<file path="src/rtl/result_bcd_conv_if.sv">
//----------------------------------------------------------------------------
// Module      : result_bcd_conv_if
// Description : Start/busy/done handshake and converted-result bus between
//               the calculator controller and the BCD result converter.
// Revision    : 1.0 - initial release
//----------------------------------------------------------------------------
`default_nettype none

interface result_bcd_conv_if #(
    parameter int WIDTH  = 16,
    parameter int DIGITS = 5
);
    logic                  start;
    logic [WIDTH-1:0]      value_in;
    logic                  busy;
    logic                  done;
    logic                  valid;
    logic                  negative;
    logic [4*DIGITS-1:0]   bcd_out;
    logic [DIGITS-1:0]     blank_mask;

    modport master (
        output start,
        output value_in,
        input  busy,
        input  done,
        input  valid,
        input  negative,
        input  bcd_out,
        input  blank_mask
    );

    modport slave (
        input  start,
        input  value_in,
        output busy,
        output done,
        output valid,
        output negative,
        output bcd_out,
        output blank_mask
    );
endinterface

`default_nettype wire

</file>
<file path="src/rtl/result_bcd_conv.sv">
//----------------------------------------------------------------------------
// Module      : result_bcd_conv
// Description : Sequential double-dabble converter from a signed WIDTH-bit
//               result to sign + DIGITS BCD digits, held for the display.
//               Optional macro LEADING_ZERO_BLANK_EN enables blank_mask.
// Revision    : 1.0 - initial release
//----------------------------------------------------------------------------
`default_nettype none

module result_bcd_conv #(
    parameter int WIDTH  = 16,
    parameter int DIGITS = 5
) (
    input  wire logic          clk,
    input  wire logic          nRST,
    result_bcd_conv_if.slave   bus
);

    localparam int CNT_W = $clog2(WIDTH + 1);
    localparam int BCD_W = 4 * DIGITS;
    localparam logic [CNT_W-1:0] c_last_iter = CNT_W'(WIDTH - 1);

    typedef enum logic [1:0] {
        IDLE   = 2'd0,
        SHIFT  = 2'd1,
        FINISH = 2'd2
    } state_t;

    state_t              r_state;
    logic [CNT_W-1:0]    r_cnt;
    logic                r_sign;
    logic [WIDTH-1:0]    r_mag;
    logic [BCD_W-1:0]    r_scratch;
    logic                r_busy;
    logic                r_done;
    logic                r_valid;
    logic                r_negative;
    logic [BCD_W-1:0]    r_bcd_out;
    logic [DIGITS-1:0]   r_blank_mask;

    logic [WIDTH:0]      w_ext;
    logic [WIDTH-1:0]    w_mag;
    logic [BCD_W-1:0]    w_adj;
    logic [DIGITS-1:0]   w_blank;

    // Negate one bit wider so the most negative input yields its true magnitude.
    assign w_ext = {bus.value_in[WIDTH-1], bus.value_in};
    assign w_mag = bus.value_in[WIDTH-1] ? WIDTH'(-w_ext) : bus.value_in;

    always_comb begin
        w_adj = r_scratch;
        for (int i = 0; i < DIGITS; i++) begin
            if (r_scratch[4*i +: 4] >= 4'd5) begin
                w_adj[4*i +: 4] = r_scratch[4*i +: 4] + 4'd3;
            end
        end
    end

`ifdef LEADING_ZERO_BLANK_EN
    // Units digit is never blanked so a zero result still shows one "0".
    logic w_zero_above;
    always_comb begin
        w_blank      = '0;
        w_zero_above = 1'b1;
        for (int k = DIGITS - 1; k >= 1; k--) begin
            w_zero_above = w_zero_above && (r_scratch[4*k +: 4] == 4'd0);
            w_blank[k]   = w_zero_above;
        end
    end
`else
    assign w_blank = '0;
`endif

    always_ff @(posedge clk or negedge nRST) begin
        if (!nRST) begin
            r_state      <= IDLE;
            r_cnt        <= '0;
            r_sign       <= 1'b0;
            r_mag        <= '0;
            r_scratch    <= '0;
            r_busy       <= 1'b0;
            r_done       <= 1'b0;
            r_valid      <= 1'b0;
            r_negative   <= 1'b0;
            r_bcd_out    <= '0;
            r_blank_mask <= '0;
        end else begin
            r_done <= 1'b0;
            case (r_state)
                IDLE: begin
                    if (bus.start) begin
                        r_sign    <= bus.value_in[WIDTH-1];
                        r_mag     <= w_mag;
                        r_scratch <= '0;
                        r_cnt     <= '0;
                        r_busy    <= 1'b1;
                        r_state   <= SHIFT;
                    end
                end
                SHIFT: begin
                    r_scratch <= {w_adj[BCD_W-2:0], r_mag[WIDTH-1]};
                    r_mag     <= {r_mag[WIDTH-2:0], 1'b0};
                    r_cnt     <= r_cnt + 1'b1;
                    if (r_cnt == c_last_iter) begin
                        r_state <= FINISH;
                    end
                end
                FINISH: begin
                    r_bcd_out    <= r_scratch;
                    r_negative   <= r_sign;
                    r_blank_mask <= w_blank;
                    r_valid      <= 1'b1;
                    r_done       <= 1'b1;
                    r_busy       <= 1'b0;
                    r_state      <= IDLE;
                end
                default: begin
                    r_state <= IDLE;
                    r_busy  <= 1'b0;
                end
            endcase
        end
    end

    assign bus.busy       = r_busy;
    assign bus.done       = r_done;
    assign bus.valid      = r_valid;
    assign bus.negative   = r_negative;
    assign bus.bcd_out    = r_bcd_out;
    assign bus.blank_mask = r_blank_mask;

endmodule

`default_nettype wire

</file>
<file path="src/flat_wrapper.sv">
// flat-port wrapper written by rule: the top's interface ports become plain ports
module result_bcd_conv_flat 
#(
    parameter int WIDTH  = 16,
    parameter int DIGITS = 5
)
  (clk, nRST, bus_start, bus_value_in, bus_busy, bus_done, bus_valid, bus_negative, bus_bcd_out, bus_blank_mask);
  result_bcd_conv_if #(.WIDTH(WIDTH), .DIGITS(DIGITS)) bus_i ();
  input  wire logic clk;
  input  wire logic nRST;
  input wire logic [$bits(bus_i.start)-1:0] bus_start;
  input wire logic [$bits(bus_i.value_in)-1:0] bus_value_in;
  output wire logic [$bits(bus_i.busy)-1:0] bus_busy;
  output wire logic [$bits(bus_i.done)-1:0] bus_done;
  output wire logic [$bits(bus_i.valid)-1:0] bus_valid;
  output wire logic [$bits(bus_i.negative)-1:0] bus_negative;
  output wire logic [$bits(bus_i.bcd_out)-1:0] bus_bcd_out;
  output wire logic [$bits(bus_i.blank_mask)-1:0] bus_blank_mask;
  assign bus_i.start = bus_start;
  assign bus_i.value_in = bus_value_in;
  assign bus_busy = bus_i.busy;
  assign bus_done = bus_i.done;
  assign bus_valid = bus_i.valid;
  assign bus_negative = bus_i.negative;
  assign bus_bcd_out = bus_i.bcd_out;
  assign bus_blank_mask = bus_i.blank_mask;
  result_bcd_conv #(.WIDTH(WIDTH), .DIGITS(DIGITS)) u_core (.clk(clk), .nRST(nRST), .bus(bus_i));
endmodule
</file>
<file path="config.mk">
export PLATFORM = sky130hd
export DESIGN_NAME = result_bcd_conv_flat
export DESIGN_NICKNAME = d
export VERILOG_FILES = /design/src/rtl/result_bcd_conv_if.sv /design/src/rtl/result_bcd_conv.sv /design/src/flat_wrapper.sv
export SDC_FILE = /design/constraint.sdc
export NUM_CORES = 1
export LEC_CHECK = 0
export CORE_ASPECT_RATIO = 0.6
export CORE_MARGIN = 5
export CORE_UTILIZATION = 54
export CTS_CLUSTER_DIAMETER = 150
export DETAILED_ROUTE_END_ITERATION = 16
export PLACE_DENSITY = 0.79
export SETUP_SLACK_MARGIN = 0.1
export SLEW_MARGIN = 20
export SYNTH_ARGS = -nofsm -noshare
export SYNTH_HDL_FRONTEND = slang
export SYNTH_SLANG_ARGS = --single-unit
</file>
<file path="constraint.sdc">
create_clock -name clk -period 1.97 [get_ports clk]
set_input_delay 0.394 -clock clk [delete_from_list [all_inputs] [get_ports clk]]
set_output_delay 0.394 -clock clk [all_outputs]
set_load 0.1 [all_outputs]
</file>
### Word-level counts from Yosys, hierarchy flattened

Index checks and enable logic that the tools add are counted.

* word-level logic and storage cells: 52
* bits in read-only memories: 0
* memories: 0
* flip-flop bits (word level): 68
* bits in writable memories: 0
* input port bits: 19
* output and inout bits: 29
* bits in latches: 0

* eq/ne operators: 5
* mux-type cells: 18
* div/mod/pow operators: 0
* add/sub/neg operators: 7
* reductions and logical operators: 6
* multipliers: 0
* magnitude comparators: 5
* bitwise operators: 1
* shift-type cells: 0

Operators with widths (number)
* one-hot mux 20 bit (2 select lines): 1
* two-way mux 16 bit: 2
* one-hot mux 16 bit (2 select lines): 1
* greater-or-equal comparator 4 x 3 -> 1 bit (second input constant): 5
* two-way mux 20 bit: 1
* adder 4 x 2 -> 4 bit (second input constant): 4
* two-way mux 4 bit: 4
* negation 16 bit: 1
* one-hot mux 5 bit (2 select lines): 1
* AND reduction 2 bit: 4
* adder 5 x 1 -> 5 bit (second input constant): 1
* == test 5 x 4 -> 1 bit (second input constant): 1
* two-way mux 5 bit: 1
* two-way mux 2 bit: 2
* one-hot mux 2 bit (2 select lines): 1
* adder 3 x 2 -> 3 bit (second input constant): 1
* two-way mux 3 bit: 1
* == test 2 x 1 -> 1 bit (second input constant): 1
* == test 2 bit (second input constant): 1
* logical NOT 2 bit: 1
* two-way mux 1 bit: 2
* inequality test 2 x 1 -> 1 bit (second input constant): 1
* inequality test 2 bit (second input constant): 1
* one-hot mux 1 bit (2 select lines): 1
* other kinds (2): 2

### Depth between registers and ports, before layout

* depth in word-level cells: 4
* mapped depth: 7
* mapped depth without buffers: 7

### Worst setup path after synthesis

OpenSTA, ideal clock, no wires.

* path type: input -> register
* start point: in bus_value_in[10]
* end point: reg u_core.r_mag[15]
* arrival: 1.854 ns
* path buffers: 0
* cell stages on the path: 4
* slack: 0.033 ns
* required time: 1.887 ns
* library setup time: 0.083 ns
* cell sequence: or4_4 or4_1 or4_1 o21ai_0

* word-level cells in the longest chain between the ends: 4

Ends and longest elaborated chain
* start, declared: RTL line flat_wrapper.sv:12 `input wire logic [$bits(bus_i.value_in)-1:0] bus_value_in;`
* negation 16 bit: RTL line result_bcd_conv.sv:48 `assign w_mag = bus.value_in[WIDTH-1] ? WIDTH'(-w_ext) : bus.value_in;`
* two-way mux 16 bit: RTL line result_bcd_conv.sv:48
* two-way mux 16 bit: RTL line result_bcd_conv.sv:91 `if (bus.start) begin`
* one-hot mux 16 bit (2 select lines): RTL line result_bcd_conv.sv:89 `case (r_state)`
* end signal, assigned: RTL line result_bcd_conv.sv:93 `r_mag <= w_mag;`
* end signal, assigned: RTL line result_bcd_conv.sv:102 `r_mag <= {r_mag[WIDTH-2:0], 1'b0};`
* end, declared: RTL line result_bcd_conv.sv:32 `logic [WIDTH-1:0] r_mag;`

Every way passes these cells. The select of a mux whose other input is x is not followed.
A chain may end at the register's enable or synchronous reset.

### Worst setup path in the final report

Ends and elaborated chain as after synthesis.

==> results.py <==
metrics = {
    "layout": {
        "finalNetCount": 416,
        "syn2layout_area_growth_pct": 26.68,
        "nFillCells": 466,
        "design_area_um2": 4159,
        "mostFrequentLayoutCell": "dfrtp_1",
        "mostFrequentLayoutCells": "68 x dfrtp_1, 51 x buf_4, 44 x o21ai_0, 28 x nand2_1, 16 x xor2_1",
        "drive_above_1_share_pct": 24.74,
        "n_antenna_cell": 0,
    },
    "sta": {
        "finalCritPeriodShare_pct": 92.89,
        "tns_ns": 0,
        "finalMaxSlewViolations": 0,
        "fin_ws_ns": 0.1401,
        "hold_violations": 0,
        "fmax_ghz": 0.5465,
        "skew_ns": 0.005051,
        "rsz0062_at_grt": "false",
        "fin_hold_ws_ns": 0.06251,
        "setup_viol": 0,
        "fin_crit_ns": 1.830,
    },
    "floorplan": {
        "core_area_um2": 6001,
        "die-area_um2": 7791,
        "pin_count": 48,
        "initial_core_util_pct": 54.71,
        "dieHeight_um": 70.40,
        "rows": 22,
        "die_x_um": 110.7,
    },
    "worst_setup_path": {
        "end_kind": "flip-flop",
        "crit_arrival_ns": 2.10,
        "crit_type": "input port to flip-flop",
        "r2r-start": "u_core.r_state[0]",
        "cp_max_fo": 2,
        "crit_path_start_kind": "input port",
        "worstPathRequired_ns": 2.24,
        "r2r_cells": 6,
        "r2r_slack_ns": 0.31,
        "worst_r2r_endpoint": "u_core.r_mag[7]",
    },
    "clock_tree": {
        "holdBufCountCts": 0,
        "cts_buffers": 9,
        "cts_root_buf": "clkbuf_8",
        "cts_setup_buffers": 0,
        "clk-insertion-delay-late_ns": 0.34,
        "cts_htree_levels": 3,
        "cts_sinks": 68,
        "cts_tree": "built",
        "ctsLongestPathBuffers": 2,
        "path_clk_slew_ns": 0.07,
    },
    "logic_synthesis": {
        "synth_seq_cells": 68,
        "ys_seq_area_share_pct": 51.83,
        "synthesis.instances": 318,
        "synth.cell_area_um2": 3283,
        "yosysUniqueCellTypes": 30,
        "yosysWarningCount": 0,
        "synth.avg_cell_area_um2": 10.32,
    },
    "route": {
        "via_per_inst": 5.369,
        "ant_nets": 0,
        "routed-via-count": 2534,
        "wl_per_cell_um": 14.19,
        "drcViolationCount": 0,
        "wl_um": 6696,
        "drt_iter0_markers": 164,
        "dr.pass1.iters": 4,
    },
    "grt": {
        "grt_pass1_vias": 2457,
        "grt_max_degree": 69,
        "antenna_found_initial": 0,
        "grt_usage_pct": 17.90,
        "overflow": 0,
        "grt_pass1_wl_um": 11360,
    },
    "place": {
        "hpwl_um": 4687,
        "placed_area_um2": 3920,
        "dp_slack_ns": -0.4596,
        "gp_congestion": 0.7646,
        "io_buffers": 42,
    },
    "status": {
        "outcome": "completed",
    },
    "min_path": {
        "hp-class": "input port to asynchronous set/reset pin",
    },
    "job": {
        "maxCapViolCount": 0,
    },
    "power": {
        "cellLeakagePower_uw": 0.001967,
        "peakVddDrop_mv": 1.000,
        "powerDensity_nw_per_um2": 1726,
    },
}
[sequential cells by signal, indices dropped and copies added (netlist names)]
signal               count
u_core.r_scratch        20
u_core.bus.busy          1
u_core.bus.done          1
u_core.r_mag            16
u_core.bus.bcd_out      20
u_core.r_state           2
u_core.bus.negative      1
u_core.bus.valid         1
u_core.r_sign            1
u_core.r_cnt             5
[repair_timing]
item,CTS,global route
gates cloned,0,0
setup endpoints to repair,4,7
pin swaps,2,5
resized for setup,7,19
[routing by layer]
layer  wire length [µm]  vias up  GRT usage (%)
met2               3085       40          27.42
met4                 32        0          3.689
met1               3280     1238          24.78
met3                297        4          6.234
met5                  0        -              0
li1                   -     1252              -
[kinds of logic (layout without fill, tap and decap cells)]
| group | after synthesis | in the layout | share of synthesized area (%) |
|---|---|---|---|
| muxes | 12 | 12 | 4.116 |
| adders and majority gates | 13 | 13 | 4.954 |
| other | 1 | 5 | 0.1142 |
| DFF | 68 | 68 | 51.83 |
| AOI/OAI and AO/OA | 96 | 96 | 17.91 |
| buffers and inverters | 36 | 102 | 4.801 |
| xor gates and xnor gates | 22 | 22 | 5.869 |
| and+or+nand+nor | 70 | 70 | 10.40 |
[synth_stat cells]
master / number / area share (%)
or2_2: 1 / 0.19
o32ai_1: 4 / 1.1
nor2_1: 11 / 1.3
o41ai_1: 2 / 0.53
conb_1: 1 / 0.11
a22oi_1: 12 / 2.7
xnor2_1: 6 / 1.6
o21ai_0: 46 / 7.0
xor2_1: 16 / 4.3
o31ai_1: 9 / 2.1
or2b_2: 1 / 0.27
nor2b_1: 2 / 0.38
dfrtp_1: 68 / 52
nor3_1: 2 / 0.30
clkbuf_1: 15 / 1.7
mux2_2: 12 / 4.1
buf_4: 6 / 1.4
and2_1: 1 / 0.19
nand3_1: 6 / 0.91
inv_1: 15 / 1.7
and3_1: 2 / 0.38
or4_1: 3 / 0.69
nand2_1: 28 / 3.2
nand2b_1: 11 / 2.1
o22ai_1: 6 / 1.1
nand4_1: 1 / 0.19
ha_1: 13 / 5.0
a21oi_1: 12 / 1.8
a32o_1: 5 / 1.5
or4_4: 1 / 0.34
[worst max-delay path by stage]
stage | from | end | slack, ns | cells after the start
5_1_grt | bus_start | u_core.r_mag[7] | 0.13 | 7
2_1_floorplan | bus_value_in[10] | u_core.r_mag[15] | 0.03 | 4
6_report | bus_value_in[10] | u_core.r_mag[15] | 0.14 | 5
4_1_cts | bus_value_in[7] | u_core.r_mag[15] | 0.05 | 5
3_5_place_dp | bus_value_in[10] | u_core.r_mag[15] | -0.46 | 5
3_3_place_gp | bus_value_in[10] | u_core.r_mag[15] | -0.42 | 5
[report_power, final]
part,switching [µW],internal (µW)
Combinational,2520,1160
Sequential,417,1980
Clock,502,605
Total,3440,3740
[worst max-delay path, cell delays in order]
cell and delay (ns):
clkbuf_2 0.09, or4_4 0.53, or4_4 0.52, or4_1 0.48
o21ai_1 0.08
[final cells by class]
cell class	instances	area (µm²)	area share, %
flip-flops and latches	68	1702	40.91
multi-input cells	218	1495	35.95
repair buffers	72	610.6	14.68
clock buffers	10	137.6	3.309
well taps	84	105.1	2.527
inverters	15	56.30	1.354
clock inverters	5	52.55	1.264
[through the flow]
step           power (µW)  util, %  std cells
2_1_floorplan        5150        -        322
3_3_place_gp         5969    65.33        457
3_5_place_dp         6084    65.33        457
4_1_cts              7208    68.60        472
5_1_grt              7652    69.31        472
6_report             7179    69.31        472
(Power assumes the default switching activity.)
